--- src/rtl/button_event_decoder.sv ---
// Turns a debounced button level into registered one-cycle events: press, release,
// single click, double click and long press. The falling-edge pulse is named release_pulse
// because "release" is a reserved word in SystemVerilog.
module button_event_decoder #(
  parameter int LONG_CYCLES = 16,
  parameter int GAP_CYCLES  = 8
) (
  input  logic clk,
  input  logic rst,
  input  logic in,
  output logic held,
  output logic press,
  output logic release_pulse,
  output logic single_click,
  output logic double_click,
  output logic long_press
);

  localparam int MAX_CYCLES = (LONG_CYCLES > GAP_CYCLES) ? LONG_CYCLES : GAP_CYCLES;
  localparam int CNT_W      = $clog2(MAX_CYCLES) + 1;
  localparam logic [CNT_W-1:0] LONG_LAST = CNT_W'(LONG_CYCLES - 1);
  localparam logic [CNT_W-1:0] GAP_LAST  = CNT_W'(GAP_CYCLES - 1);

  typedef enum logic [2:0] {IDLE, DOWN1, WAIT2, DOWN2, LONG} state_t;

  state_t           state_q, state_d;
  logic [CNT_W-1:0] cnt_q, cnt_d;
  logic             in_q;
  logic             press_q, press_d;
  logic             release_q, release_d;
  logic             single_q, single_d;
  logic             double_q, double_d;
  logic             long_q, long_d;
  logic             rise, fall;

  assign rise = in & ~in_q;
  assign fall = ~in & in_q;

  // Edges take priority over the counter expiry tested on the same clock.
  always_comb begin
    state_d   = state_q;
    cnt_d     = cnt_q;
    press_d   = rise;
    release_d = fall;
    single_d  = 1'b0;
    double_d  = 1'b0;
    long_d    = 1'b0;
    case (state_q)
      IDLE: begin
        if (rise) begin
          state_d = DOWN1;
          cnt_d   = '0;
        end
      end
      DOWN1: begin
        if (fall) begin
          state_d = WAIT2;
          cnt_d   = '0;
        end else if (cnt_q == LONG_LAST) begin
          long_d  = 1'b1;
          state_d = LONG;
          cnt_d   = '0;
        end else begin
          cnt_d = cnt_q + 1'b1;
        end
      end
      WAIT2: begin
        if (rise) begin
          state_d = DOWN2;
          cnt_d   = '0;
        end else if (cnt_q == GAP_LAST) begin
          single_d = 1'b1;
          state_d  = IDLE;
          cnt_d    = '0;
        end else begin
          cnt_d = cnt_q + 1'b1;
        end
      end
      DOWN2: begin
        cnt_d = '0;
        if (fall) begin
          double_d = 1'b1;
          state_d  = IDLE;
        end
      end
      LONG: begin
        if (fall) begin
          state_d = IDLE;
          cnt_d   = '0;
        end
      end
      default: begin
        state_d = IDLE;
        cnt_d   = '0;
      end
    endcase
  end

  always_ff @(posedge clk or posedge rst) begin
    if (rst) begin
      state_q   <= IDLE;
      cnt_q     <= '0;
      in_q      <= 1'b0;
      press_q   <= 1'b0;
      release_q <= 1'b0;
      single_q  <= 1'b0;
      double_q  <= 1'b0;
      long_q    <= 1'b0;
    end else begin
      state_q   <= state_d;
      cnt_q     <= cnt_d;
      in_q      <= in;
      press_q   <= press_d;
      release_q <= release_d;
      single_q  <= single_d;
      double_q  <= double_d;
      long_q    <= long_d;
    end
  end

  assign held          = in_q;
  assign press         = press_q;
  assign release_pulse = release_q;
  assign single_click  = single_q;
  assign double_click  = double_q;
  assign long_press    = long_q;

endmodule
--- config.mk ---
export PLATFORM = sky130hd
export DESIGN_NAME = button_event_decoder
export DESIGN_NICKNAME = d
export VERILOG_FILES = /design/src/rtl/button_event_decoder.sv
export SDC_FILE = /design/constraint.sdc
export NUM_CORES = 1
export LEC_CHECK = 0
export ABC_AREA = 0
export CAP_MARGIN = 20
export CORE_AREA = 2 2 44 46
export DETAILED_ROUTE_END_ITERATION = 10
export DIE_AREA = 0 0 46 48
export PLACE_DENSITY = 0.67
export SETUP_SLACK_MARGIN = 0.3
export SKIP_LAST_GASP = 1
export SYNTH_ARGS = -nofsm -noshare
export SYNTH_HDL_FRONTEND = slang
export SYNTH_SLANG_ARGS = --single-unit
--- constraint.sdc ---
create_clock -name clk -period 1.5 [get_ports clk]
set_input_delay 0.3 -clock clk [delete_from_list [all_inputs] [get_ports clk]]
set_output_delay 0.3 -clock clk [all_outputs]
set_load 0.1 [all_outputs]
=== Word-level counts from Yosys, hierarchy flattened ===
Cells that the tools add are included.

* Register bits: 14
* Logic and storage cells: 50
* Input bits: 3
* Output and inout bits: 6

* Bitwise logic cells: 4
* Reductions and logical operators: 4
* Equality and inequality tests: 11
* Multiplexer cells: 22
* $add $sub $neg: 1

{| class="wikitable"
|+ Operators by type and width
! kind !! count
|-
| two-way mux 5 bit || 6
|-
| case mux 5 bit (4 select lines) || 1
|-
| two-way mux 3 bit || 6
|-
| case mux 3 bit (4 select lines) || 1
|-
| two-way mux 1 bit || 8
|-
| equality test 3 x 2 -> 1 bit, second input constant || 2
|-
| != test 3 bit, second input constant || 2
|-
| adder 5 x 1 -> 5 bit, second input constant || 1
|-
| equality test 5 x 3 -> 1 bit, second input constant || 1
|-
| equality test 5 x 4 -> 1 bit, second input constant || 1
|-
| != test 2 bit, second input constant || 2
|-
| AND reduction 4 bit || 1
|-
| equality test 3 x 1 -> 1 bit, second input constant || 1
|-
| equality test 3 bit, second input constant || 1
|-
| logical NOT 3 bit || 1
|-
| AND 1 bit || 2
|-
| != test 2 x 1 -> 1 bit, second input constant || 1
|-
| NOT 1 bit || 2
|-
| AND reduction 2 bit || 1
|-
| OR reduction 2 bit || 1
|}

=== Longest topological paths before layout ===
Gate-level depths: netlist (run 1).

* Depth in word-level cells: 4
* Depth in mapped cells: 7
* Depth with buffers taken out: 7

=== Least setup slack after synthesis (run 1) ===
No wires, ideal clock.

* Path type: register -> register
* Start: register in_q, in the netlist held
* End: register cnt_q[3]
* Setup slack: -340 ps
* Arrival time: 1753 ps
* Clock period less this slack: 1840 ps
* Cell stages (with the launch flop): 5
* Required time: 1413 ps
* Cell sequence: dfrtp_1 > nor2b_2 > nor4_2 > nor3_1 > a211oi_2

* Longest elaborated chain between the ends: 4
* Elaborated cells between the ends (all ways): 9

{| class="wikitable"
|+ RTL lines
! item !! RTL line !! RTL
|-
| from (decl) || 28 || <nowiki>logic in_q;</nowiki>
|-
| from (signal assigned) || 112 || <nowiki>in_q <= in;</nowiki>
|-
| NOT 1 bit (*) || 36 || <nowiki>assign rise = in & ~in_q;</nowiki>
|-
| AND 1 bit (*) || 36 ||
|-
| named net press_d || 29 || <nowiki>logic press_q, press_d;</nowiki>
|-
| two-way mux 5 bit or != test 2 bit (tied branches) || -- ||
|-
| case mux 5 bit (4 select lines) or AND reduction 2 bit (tied branches) || -- ||
|-
| to (signal assigned) || 111 || <nowiki>cnt_q <= cnt_d;</nowiki>
|-
| to (decl) || 27 || <nowiki>logic [CNT_W-1:0] cnt_q, cnt_d;</nowiki>
|}

Mark *: on every way through the listed nets, which the timed path passes. The rest lies on a longest branch.
A chain may end at the register's enable or synchronous reset.

=== Final worst setup path (run 1) ===
* Start: register cnt_q[1]
* End: register cnt_q[3]

* Longest elaborated chain between the ends: 4
* Elaborated cells between the ends (all ways): 8

{| class="wikitable"
|+ RTL lines
! item !! RTL line !! RTL
|-
| adder 5 x 1 -> 5 bit, or another cell as far along || 64, 76 ||
|-
| two-way mux 5 bit (on tied branches) || 71, 59 ||
|-
| two-way mux 5 bit (on tied branches) || 68, 56 ||
|-
| case mux 5 bit (4 select lines) (*) || 48 || <nowiki>case (state_q)</nowiki>
|}

Every way passes the cells marked *; elsewhere a longest branch is shown, timed or not.

==> impl_metrics.py, run 1 <==
metrics = {
    "drt": {
        "drt-pass1-iter-count": 4,
        "wirelength_um": 1782,
        "wl_per_cell_um": 15.63,
        "drt_iter0_drc": 4,
        "vias_per_cell": 5.825,
        "ant_nets": 0,
        "drcViolationCount": 0,
        "vias": 664,
    },
    "clock_network": {
        "cts.sinks": 14,
        "clk_latency_ps": 280,
        "cts-htree-levels": 1,
        "cts_made_buffers": 3,
        "clk_pin_slew_ps": 90,
        "clock-root-buffer": "clkbuf_4",
        "cts_hold_buf": 0,
        "cts_tree": "yes",
        "clk_path_buf_depth": 2,
    },
    "synth": {
        "yosys_warnings": 0,
        "synth_compound_area_frac": 0.1643,
        "synth_most_common_cell": "dfrtp_1",
        "ys_seq_elements": 14,
        "synthTopCellsByCount": "dfrtp_1 (14), inv_1 (5), nand2_1 (4), nor2_1 (4)",
        "yosysTopAreaCellShare": 0.4509,
        "synth.largest_area_cell": "dfrtp_1",
        "synth_top_family_by_area": "simple AND/OR/NAND/NOR gates",
        "synth_area_sq_um": 777.0,
        "synth_async_sr_flop_share": 1.000,
        "synthSimpleGateAreaFrac": 0.2625,
        "synth-edff-count": 0,
        "ys_seq_area_frac": 0.4509,
        "synth_nets": 74,
        "synthMuxAreaShare": 0.01288,
        "synth_cells": 68,
        "synthAdderAreaFrac": 0.04831,
        "ys.flop_type": "dfrtp_1",
        "synth-xor-area-share": 0,
        "synthTopCellsByArea": "dfrtp_1 (45%), ha_1 (4.8%), a2111oi_4 (3.5%)",
        "syn-mean-instance-area_sq_um": 11.43,
        "ys_types": 34,
    },
    "sta": {
        "fin_crit_ps": 1627,
        "setup_viol": 3,
        "fin_crit_sh": 1.085,
        "skew_ps": 2.829,
        "finalHoldViolations": 0,
        "setup_slack_ps": -127.5,
        "finalMaxSlewViolations": 0,
        "tightestPinTransition_ps": 330.6,
        "relSlewSlack": 0.7777,
        "max_freq_mhz": 614.4,
        "rsz0062_at_grt": "true",
    },
    "finish": {
        "layout.nets": 104,
        "post-route-util": 0.7148,
        "diodes": 0,
        "syn2layout_area_growth_pct": 55.39,
        "fillers": 113,
        "seq_area_sq_um": 357.8,
        "drive_gt1_frac": 0.5464,
        "final_cell_area_sq_um": 1207,
        "fin_cells": 114,
        "multi_input_area_sq_um": 474.2,
    },
    "global_routing": {
        "grt_pass1_wl_um": 2835,
        "antenna_found_initial": 0,
        "grt-ovfl-total": 0,
        "grt_max_degree": 15,
        "grt_use_total": 0.1842,
        "grt_pass1_vias": 659,
    },
    "status": {
        "outcome": "complete, but fails checks",
        "violations": "negative setup slack",
    },
    "power": {
        "p_leak_nw": 0.5385,
        "ir_worst_vdd_v": 0.0008717,
        "power_density_nw_per_um2": 1150,
        "power.total_mw": 1.388,
    },
    "flow_run": {
        "max_cap_viol_count": 0,
    },
    "critical_path": {
        "cp.arrival_ps": 1830,
        "crit_path_max_fanout": 4,
        "critPathKind": "reg -> reg",
        "reg2reg_depth": 7,
        "critPathLaunchType": "flop",
        "required_ps": 1700,
        "end_kind": "flop",
    },
    "placement": {
        "dp_worst_setup_slack_ps": -278.7,
        "routabilityCongestion": 0.7859,
        "place_inst": 103,
        "place_area_sq_um": 1041,
        "place_hpwl_um": 1200,
        "io_buffers": 8,
    },
    "floorplanning": {
        "die_w_um": 46,
        "initial_core_util": 0.4600,
        "die_area_sq_um": 2208,
        "coreArea_sq_um": 1689,
        "fp.dieH_um": 48,
        "rows": 15,
        "ios": 9,
    },
    "hold_path": {
        "min_path_type": "in -> async",
    },
}
-- cell type report --
cell class	count	share of cell area
Sequential cell	14	0.2964
Multi-Input combinational cell	46	0.3927
Timing Repair Buffer	27	0.2425
Clock buffer	4	0.03005
Inverter	6	0.02073
Tap cell	17	0.01762
-- registers in the layout, indices dropped and copies added (netlist names) --
signal and cells:
press 1, single_click 1, held 1, double_click 1
long_press 1, cnt_q 5, state_q 3, release_pulse 1
-- where the power goes --
part | leakage (nW) | internal (mW) | switching (mW) | total (mW)
Clock | 0.0210 | 0.148 | 0.128 | 0.276
Combinational | 0.339 | 0.288 | 0.300 | 0.587
Sequential | 0.179 | 0.435 | 0.0899 | 0.525
-- logic make-up (layout without fill, tap and decap cells) --
family / Yosys count / in the layout
fa+ha+maj: 3 / 3
flops: 14 / 14
simple gates: 28 / 28
buf+inv: 8 / 37
compound gates: 14 / 14
mux: 1 / 1
-- critical path, stage by stage, from the launching register on --
cell and delay, ps:
dfrtp_1 420, ha_4 190, nand3_4 80, inv_2 40
ha_4 160, nor4b_4 310, o21ai_1 130, a211oi_2 210
-- layout by cell type (no fill, tap or decap), drive strengths merged, types with 2 or more instances in the layout --
master / n
nor2: 4
nor3: 3
nand3: 2
a2111oi: 2
o21ai: 2
buf: 25
nand2: 4
ha: 3
inv: 6
nand2b: 2
dfrtp: 14
clkbuf: 4
and2: 2
a21oi: 2
nor2b: 4
a211oi: 2
-- worst paths after layout --
path | start | endpoint | slack, ps
max | cnt_q[1] | cnt_q[3] | -130
min | rst | state_q[1] | 310
max reg2reg | cnt_q[1] | cnt_q[3] | -130
min reg2reg | cnt_q[4] | cnt_q[4] | 590
max in group asynchronous | rst | held | 1010
min in group clk | in | held | 310
-- what timing repair did --
item	CTS	global route
cloned	0	0
pin swaps	5	6
endpoints found under the hold margin	0	0
buffers inserted	4	3
gates resized for setup	8	10
setup endpoints to repair	11	11
-- through the flow --
stage	hold slack (ps)	setup TNS [ps]
3_5_place_dp	556.0	-1218
2_1_floorplan	189.2	0
6_report	309.0	-309.9
3_3_place_gp	559.7	-1029
4_1_cts	302.7	-204.9
5_1_grt	314.9	-626.4
-- metal layers --
metal / track usage / vias up / share of wire
li1: - / 307 / -
met1: 0.2179 / 315 / 0.40
met2: 0.3194 / 31 / 0.51
met3: 0.03396 / 11 / 0.051
met4: 0.09143 / 0 / 0.043
met5: 0 / - / 0
Power figures use the tool's default switching activity.
==> run 2, diff against run 1 <==
Settings changed: CAP_MARGIN 20 to unset, GPL_ROUTABILITY_DRIVEN set to 1.
==> results of run 2 <==
Final layout, timing and power as in run 1 (identical DEF).
==> run 3, diff against run 2 <==
Settings changed: CORE_AREA 2 2 44 46 to 2 2 43 45, CTS_BUF_LIST set to sky130_fd_sc_hd__clkbuf_8, DIE_AREA 0 0 46 48 to 0 0 45 47, PLACE_DENSITY 0.67 to 0.7, RECOVER_POWER set to 25.
==> run 3 against run 2 <==
- the flow still finishes with violations (negative setup slack)
- via count shrank 0.15%
- wire length fell by 0.56%
- sequential share of layout area decreased by 0.78 points
- critical path type unchanged
- largest power group unchanged
==> impl_metrics.py, run 3 (synthesis results as in run 1) <==
metrics = {
    "clock_network": {
        "cts_hold_buf": 0,
        "clk_latency_ps": 250,
        "cts_tree": "yes",
        "cts-htree-levels": 1,
        "cts.sinks": 14,
        "cts_made_buffers": 3,
        "clk_path_buf_depth": 2,
        "clock-root-buffer": "clkbuf_8",
        "clk_pin_slew_ps": 60,
    },
    "sta": {
        "setup_viol": 3,
        "hold_slack_ps": 349.5,
        "skew_ps": 1.023,
        "fin_crit_ps": 1583,
        "setup-tns-final_ps": -146.9,
        "relSlewSlack": 0.5191,
        "rsz0062_at_grt": "true",
        "setup_slack_ps": -82.80,
        "finalHoldViolations": 0,
        "finalMaxSlewViolations": 0,
        "max_freq_mhz": 631.8,
        "fin_crit_sh": 1.055,
        "tightestPinTransition_ps": 721.3,
    },
    "finish": {
        "syn2layout_area_growth_pct": 59.58,
        "layout_common_cells": "buf_4 (17), dfrtp_1 (10), buf_12 (6)",
        "fillers": 103,
        "multi_input_area_sq_um": 474.2,
        "diodes": 0,
        "drive_gt1_frac": 0.5556,
        "seq_area_sq_um": 357.8,
        "largest_reg_flops": 5,
        "reg_top3": "cnt_q (5), state_q (3)",
        "final_cell_area_sq_um": 1240,
        "fin_cells": 116,
        "largest-register": "cnt_q",
        "layout.nets": 106,
        "layout_commonest_cell": "buf_4",
    },
    "drt": {
        "drt_iter0_drc": 26,
        "wl_per_cell_um": 15.28,
        "vias": 663,
        "vias_per_cell": 5.716,
        "highest_layer": "met4",
        "ant_nets": 0,
        "wl_met2_um": 867,
        "drcViolationCount": 0,
        "wl_met1_um": 800,
        "drt-pass1-iter-count": 7,
        "wirelength_um": 1772,
        "met3_length_um": 67,
    },
    "floorplanning": {
        "fp.dieH_um": 47,
        "initial_core_util": 0.4705,
        "coreArea_sq_um": 1652,
        "rows": 15,
        "ios": 9,
        "die_area_sq_um": 2115,
        "die_w_um": 45,
    },
    "global_routing": {
        "grt_pass1_wl_um": 2794,
        "grt_pass1_vias": 610,
        "grt_max_degree": 15,
        "grt_use_total": 0.1927,
        "grt-ovfl-total": 0,
        "antenna_found_initial": 0,
    },
    "critical_path": {
        "cp.arrival_ps": 1750,
        "end_kind": "flop",
        "required_ps": 1660,
        "critPathKind": "reg -> reg",
        "crit_path_max_fanout": 4,
        "critPathLaunchType": "flop",
    },
    "hold_path": {
        "min_path_type": "in -> reg",
    },
    "power": {
        "p_leak_nw": 0.5502,
        "ir_worst_vdd_v": 0.0009705,
        "power_density_nw_per_um2": 1164,
    },
    "flow_run": {
        "max_cap_viol_count": 0,
    },
    "placement": {
        "place_hpwl_um": 1179,
        "place_inst": 104,
        "place_area_sq_um": 1049,
        "routabilityCongestion": 0.7980,
        "io_buffers": 8,
    },
    "status": {
        "violations": "negative setup slack",
        "outcome": "complete, but fails checks",
    },
}
run 3: cell count changes in the layout (fill, tap and decap cells not counted), sizes merged:
cell,delta
clkdlybuf4s50,-1
clkbuf,+1
buf,+1
dlygate4sd3,+1
run 3: what timing repair did:
item	4_1_cts	5_1_grt
setup endpoints to repair	11	10
buffers inserted	5	3
gates resized for setup	11	9
hold endpoints to repair	0	0
pin swaps	5	5
run 3: layout make-up:
cell class,instances,area share
clock buffers,4,0.04440
inverters,6,0.02220
multi-input cells,46,0.3824
flip-flops and latches,14,0.2886
well taps,17,0.01715
repair buffers,29,0.2452
run 3: final timing paths:
kind | startpoint | cells past startpoint | endpoint | slack [ps]
max reg2reg | cnt_q[0] | 7 | cnt_q[3] | -80
min reg2reg | cnt_q[4] | 1 | cnt_q[4] | 600
min in group asynchronous | rst | 3 | double_click | 670
min | in | 1 | held | 350
max in group asynchronous | rst | 3 | held | 300
max | cnt_q[0] | 7 | cnt_q[3] | -80
run 3: routing by layer:
metal  up-vias  GRT usage
met3         4    0.03462
met5         -          0
met2        20     0.3086
li1        309          -
met4         0     0.1059
met1       330     0.2482
run 3: through the flow:
| step | utilization | setup WS (ps) | total power, mW |
|---|---|---|---|
| global route | 0.7508 | -146.9 | 1.508 |
| floorplan | - | 4.506 | 0.8129 |
| CTS | 0.7167 | -58.36 | 1.389 |
| finish | 0.7508 | -82.80 | 1.444 |
| detailed placement | 0.6348 | -315.3 | 0.9714 |
| global placement | 0.6348 | -288.0 | 0.9649 |
run 3: report_power, final:
part / total, mW / internal (mW) / switching [mW]
clock network: 0.371 / 0.233 / 0.139
logic: 0.543 / 0.264 / 0.279
registers: 0.529 / 0.436 / 0.0928
run 3: worst max-delay path, stage by stage, from the launching register on:
cell	delay [ps]
dfrtp_1	410
ha_4	190
nand3_4	90
inv_2	50
ha_4	160
nor4b_4	290
o21ai_1	140
a211oi_2	180
